<file path="src/rtl/id_ex_stage.sv">
// Decode-to-execute pipeline register: operand capture, stall/flush, EX/MEM and MEM/WB
// forwarding, immediate select and load-use hazard detection. Optional macro: ID_EX_FWD_EN.
module id_ex_stage #(
  parameter int unsigned XLEN = 32,
  parameter int unsigned RA_W = 5
) (
  input  logic            clk,
  input  logic            reset,
  input  logic            id_valid,
  input  logic [RA_W-1:0] id_rs1,
  input  logic [RA_W-1:0] id_rs2,
  input  logic [XLEN-1:0] id_rs1_data,
  input  logic [XLEN-1:0] id_rs2_data,
  input  logic [XLEN-1:0] id_imm,
  input  logic            id_alu_src,
  input  logic [2:0]      id_f,
  input  logic [2:0]      id_bc,
  input  logic            id_branch,
  input  logic            id_mem_read,
  input  logic            id_reg_write,
  input  logic [RA_W-1:0] id_rd,
  input  logic            stall,
  input  logic            flush,
  input  logic            exm_reg_write,
  input  logic [RA_W-1:0] exm_rd,
  input  logic [XLEN-1:0] exm_result,
  input  logic            mwb_reg_write,
  input  logic [RA_W-1:0] mwb_rd,
  input  logic [XLEN-1:0] mwb_result,
  output logic [XLEN-1:0] a_in,
  output logic [XLEN-1:0] b_in,
  output logic [2:0]      f_in,
  output logic [2:0]      branchcontrol,
  output logic            branch,
  output logic            mem_read,
  output logic            reg_write,
  output logic            valid,
  output logic [RA_W-1:0] rd,
  output logic [XLEN-1:0] rs2_fwd,
  output logic            load_use_stall
);

  localparam int unsigned F_W = 3;

  typedef struct packed {
    logic            valid;
    logic [RA_W-1:0] rs1;
    logic [RA_W-1:0] rs2;
    logic [XLEN-1:0] rs1_data;
    logic [XLEN-1:0] rs2_data;
    logic [XLEN-1:0] imm;
    logic            alu_src;
    logic [F_W-1:0]  f;
    logic [F_W-1:0]  bc;
    logic            branch;
    logic            mem_read;
    logic            reg_write;
    logic [RA_W-1:0] rd;
  } stage_t;

  stage_t stage_q;
  stage_t stage_d;
  stage_t id_cap;

  // Decode slot packed into stage format
  always_comb begin
    id_cap           = '0;
    id_cap.valid     = 1'b1;
    id_cap.rs1       = id_rs1;
    id_cap.rs2       = id_rs2;
    id_cap.rs1_data  = id_rs1_data;
    id_cap.rs2_data  = id_rs2_data;
    id_cap.imm       = id_imm;
    id_cap.alu_src   = id_alu_src;
    id_cap.f         = id_f;
    id_cap.bc        = id_bc;
    id_cap.branch    = id_branch;
    id_cap.mem_read  = id_mem_read;
    id_cap.reg_write = id_reg_write;
    id_cap.rd        = id_rd;
  end

  // Flush beats stall; an empty decode slot loads as a bubble
  always_comb begin
    stage_d = stage_q;
    if (flush) begin
      stage_d = '0;
    end else if (!stall) begin
      stage_d = id_valid ? id_cap : '0;
    end
  end

  always_ff @(posedge clk or posedge reset) begin
    if (reset) begin
      stage_q <= '0;
    end else begin
      stage_q <= stage_d;
    end
  end

  logic [XLEN-1:0] rs1_op;
  logic [XLEN-1:0] rs2_op;

`ifdef ID_EX_FWD_EN
  logic exm_hit1;
  logic exm_hit2;
  logic mwb_hit1;
  logic mwb_hit2;

  // Forwarding works off registered sources so held instructions see retiring results
  always_comb begin
    exm_hit1 = exm_reg_write && (exm_rd == stage_q.rs1) && (stage_q.rs1 != '0);
    exm_hit2 = exm_reg_write && (exm_rd == stage_q.rs2) && (stage_q.rs2 != '0);
    mwb_hit1 = mwb_reg_write && (mwb_rd == stage_q.rs1) && (stage_q.rs1 != '0);
    mwb_hit2 = mwb_reg_write && (mwb_rd == stage_q.rs2) && (stage_q.rs2 != '0);
    rs1_op   = stage_q.rs1_data;
    rs2_op   = stage_q.rs2_data;
    if (exm_hit1) begin
      rs1_op = exm_result;
    end else if (mwb_hit1) begin
      rs1_op = mwb_result;
    end
    if (exm_hit2) begin
      rs2_op = exm_result;
    end else if (mwb_hit2) begin
      rs2_op = mwb_result;
    end
  end
`else
  logic unused_fwd;

  always_comb begin
    rs1_op = stage_q.rs1_data;
    rs2_op = stage_q.rs2_data;
  end

  assign unused_fwd = ^{exm_reg_write, exm_rd, exm_result,
                        mwb_reg_write, mwb_rd, mwb_result,
                        stage_q.rs1, stage_q.rs2};
`endif

  logic producer;
  logic hit_rs1;
  logic hit_rs2;
  logic load_hit;

  // Load-use hazard; without forwarding every in-stage writer interlocks
  always_comb begin
    producer = stage_q.valid && (stage_q.rd != '0) && id_valid;
    hit_rs1  = (stage_q.rd == id_rs1);
    hit_rs2  = (stage_q.rd == id_rs2);
    load_hit = producer && stage_q.mem_read && (hit_rs1 || (hit_rs2 && !id_alu_src));
`ifdef ID_EX_FWD_EN
    load_use_stall = load_hit;
`else
    load_use_stall = load_hit || (producer && stage_q.reg_write && (hit_rs1 || hit_rs2));
`endif
  end

  assign a_in          = rs1_op;
  assign b_in          = stage_q.alu_src ? stage_q.imm : rs2_op;
  assign rs2_fwd       = rs2_op;
  assign f_in          = stage_q.f;
  assign branchcontrol = stage_q.bc;
  assign branch        = stage_q.branch;
  assign mem_read      = stage_q.mem_read;
  assign reg_write     = stage_q.reg_write;
  assign valid         = stage_q.valid;
  assign rd            = stage_q.rd;

endmodule

</file>
<file path="config.mk">
export PLATFORM = sky130hd
export DESIGN_NAME = id_ex_stage
export DESIGN_NICKNAME = d
export VERILOG_FILES = /design/src/rtl/id_ex_stage.sv
export SDC_FILE = /design/constraint.sdc
export NUM_CORES = 1
export LEC_CHECK = 0
export CORE_AREA = 2 2 123 125
export CTS_CLUSTER_DIAMETER = 200
export DETAILED_ROUTE_END_ITERATION = 8
export DIE_AREA = 0 0 125 127
export GPL_TIMING_DRIVEN = 0
export PLACE_DENSITY = 0.85
export SLEW_MARGIN = 0
export SYNTH_ARGS = -nofsm -noshare
export SYNTH_HDL_FRONTEND = slang
export SYNTH_SLANG_ARGS = --single-unit
</file>
<file path="constraint.sdc">
create_clock -name clk -period 4.9 [get_ports clk]
set_input_delay 0.98 -clock clk [delete_from_list [all_inputs] [get_ports clk]]
set_output_delay 0.98 -clock clk [all_outputs]
set_load 0.05 [all_outputs]
</file>
==> flow_metrics.tcl <==
set metrics [dict create \
    dr.first_iter.drc_count 89 \
    synth_nets 583 \
    diodes 0 \
    intPower_mw 1.58 \
    crit_path_end_kind "output pin" \
    rsz0062_at_grt "no" \
    slew_viol_final 0 \
    outcome "finished clean" \
    core_um2 14400 \
    io_buffers 237 \
    ctsResizeCount 0 \
    track_usage 0.186 \
    synth.most_common_cell "dfrtp_1" \
    netlist_area_um2 5010 \
    cp_data_required_time_ns 3.92 \
    hpwl_um 11300 \
    p_seq_frac 0.451 \
    grt_pass1_vias 4371 \
    yosys-top-cells-count "dfrtp_1, a22o_1, buf_4" \
    period_minus_slack_ns 4.05 \
    pwr-share-clk 0.338 \
    die_w_um 125 \
    start_util 0.347 \
    cts_tree "done" \
    wl_per_cell_um 18.2 \
    path_buf_inv 2 \
    finalNetCount 832 \
    power_switching_mw 0.605 \
    h-tree-depth 3 \
    clock-sinks 112 \
    critical_path.most_common_cell "clkdlybuf4s50_1" \
    cts-root-buf "clkbuf_16" \
    grt_overflow_total 0 \
    final_util 0.550 \
    antenna_found_initial 0 \
    finalPower_mw 2.18 \
    wl_um 14900 \
    clk_pin_slew_ns 0.07 \
    async_flop_share 1.00 \
    p_sw_frac 0.277 \
    setup_viol 0 \
    crit_family "buffers and inverters" \
    finalCritPeriodShare 0.826 \
    ys_ff_latch 112 \
    critPathSlowestCell "clkdlybuf4s50_1" \
    grt_max_degree 68 \
    syn_to_final_growth_pct 58.3 \
    cts_hold_buffers 0 \
    drt_first_pass_iters 4 \
    synth_ff_type "dfrtp_1" \
    rows 44 \
    via_per_inst 4.89 \
    skew_ns 0 \
    peakVddDrop_mv 0.171 \
    ios 314 \
    vias 3998 \
    synth.distinct_cells 21 \
    critPathKind "input port to output pin" \
    synth.avg_cell_area_um2 13.2 \
    hold_violations 0 \
    synth_edf_count 0 \
    tightest_slew_ns 0.588 \
    maxSlewHeadroom 0.608 \
    cp_cell_sequence "clkdlybuf4s50_1 -> xor2_1 -> nor4_1 -> nand3_1 -> a221oi_2 -> clkdlybuf4s50_1" \
    drv_cap 0 \
    crit_arrival_ns 3.07 \
    die_h_um 127 \
    die_area_um2 15900 \
    setup_slack_ns 0.852 \
    leakage_nw 3.71 \
    powerDensity_nw_per_um2 275 \
    ant_nets 0 \
    place.gp.congestion 0.814 \
    clk_latency_ns 0.36 \
    synth_top_area_share 0.559 \
    comb_power_share 0.211 \
    cpPeakStageDelay_ns 0.86 \
    synth_top_area_cell "dfrtp_1" \
    critPathMaxFanout 1 \
    yosys_warnings 0 \
    crit_path_start_kind "input port" \
    final_cells 817 \
    clk_path_buf_depth 2 \
    grt_pass1_wl_um 23300 \
    place_ws_ns 0.823 \
    cts_buffers 9 \
    synthTopCellsByArea "dfrtp_1, a22o_1, buf_4, mux2_2, buf_2" \
    post-cts-setup-buffers 0 \
    hold_class "flop to flop" \
    syn-instance-count 381 \
    drive_gt1_frac 0.237 \
    dp_cells 803 \
    drc_errors 0 \
    yosysSeqAreaShare 0.559 \
    fmaxAchievable_mhz 247 \
]
## kinds of logic (layout without fill, tap and decap cells)
| family | count (synthesis) | count (layout) | synth area share |
|---|---|---|---|
| compound gates | 114 | 114 | 0.200 |
| flops | 112 | 112 | 0.559 |
| buf+inv | 104 | 356 | 0.140 |
| mux | 32 | 32 | 0.0719 |
| xor+xnor | 10 | 10 | 0.0175 |
| simple gates | 9 | 9 | 0.0110 |
## worst register-to-register path: stages, from the launching register on
cell and delay [ns]:
dfrtp_1 0.32, clkbuf_1 0.43, buf_2 0.41, a22o_1 0.20
## sequential cells by signal, indices dropped and copies added (netlist names)
name and cells:
f_in 3, reg_write 1, rs2_fwd 32, branchcontrol 3
branch 1, valid 1, mem_read 1, stage_q 33
rd 5, a_in 32
## path summary, 6_finish.rpt
path,startpoint,to,slack [ns],cells after the start
min,a_in[28],a_in[28],0.51,1
max,id_rs2[4],load_use_stall,0.85,6
min reg2reg,a_in[28],a_in[28],0.51,1
max reg2reg,stage_q[14],stage_q[14],3.49,3
min in group asynchronous,reset,a_in[9],1.05,2
max in group asynchronous,reset,stage_q[22],3.13,3
## per-stage QoR
step                      hold slack (ns)  area, µm²  TNS, ns
after floorplan                     0.467       5010        0
after global placement              0.482       7610   -56.49
after detailed placement            0.490       7640        0
after CTS                           0.510       7930        0
after global routing                0.525       7930        0
final                               0.509       7930        0
## power by group through the flow
stage	clock network (mW)	registers (mW)	logic, mW
6_report	0.737	0.984	0.461
5_1_grt	0.797	0.989	0.486
4_1_cts	0.764	0.984	0.467
3_5_place_dp	0	1.00	0.465
3_3_place_gp	0	1.00	0.455
2_1_floorplan	0	0.998	0.255
## cell usage in the layout, fill, tap and decap left out, drive strengths merged, types with 2 or more instances in the layout
master / count
nor3: 2
clkbuf: 12
xor2: 7
mux2: 32
dfrtp: 112
nand3: 2
a22o: 111
inv: 4
xnor2: 3
clkdlybuf4s50: 237
buf: 101
## cell type report
cell class | count | area, µm²
Timing Repair Buffer | 238 | 2400
Clock buffer | 9 | 225
Clock inverter | 5 | 65.1
Fill cell | 1188 | 6490
Sequential cell | 112 | 2800
Multi-Input combinational cell | 165 | 1510
Tap cell | 184 | 230
Buffer | 103 | 698
Inverter | 1 | 6.26
## routing by layer
layer  up-vias  track usage  share of wire
li1       1818            -              -
met1      1972        0.218           0.40
met2       177        0.324           0.50
met3        31       0.0536          0.067
met4         0       0.0739          0.028
met5         -            0              0
Note: power is estimated with default switching activity, not from simulation.
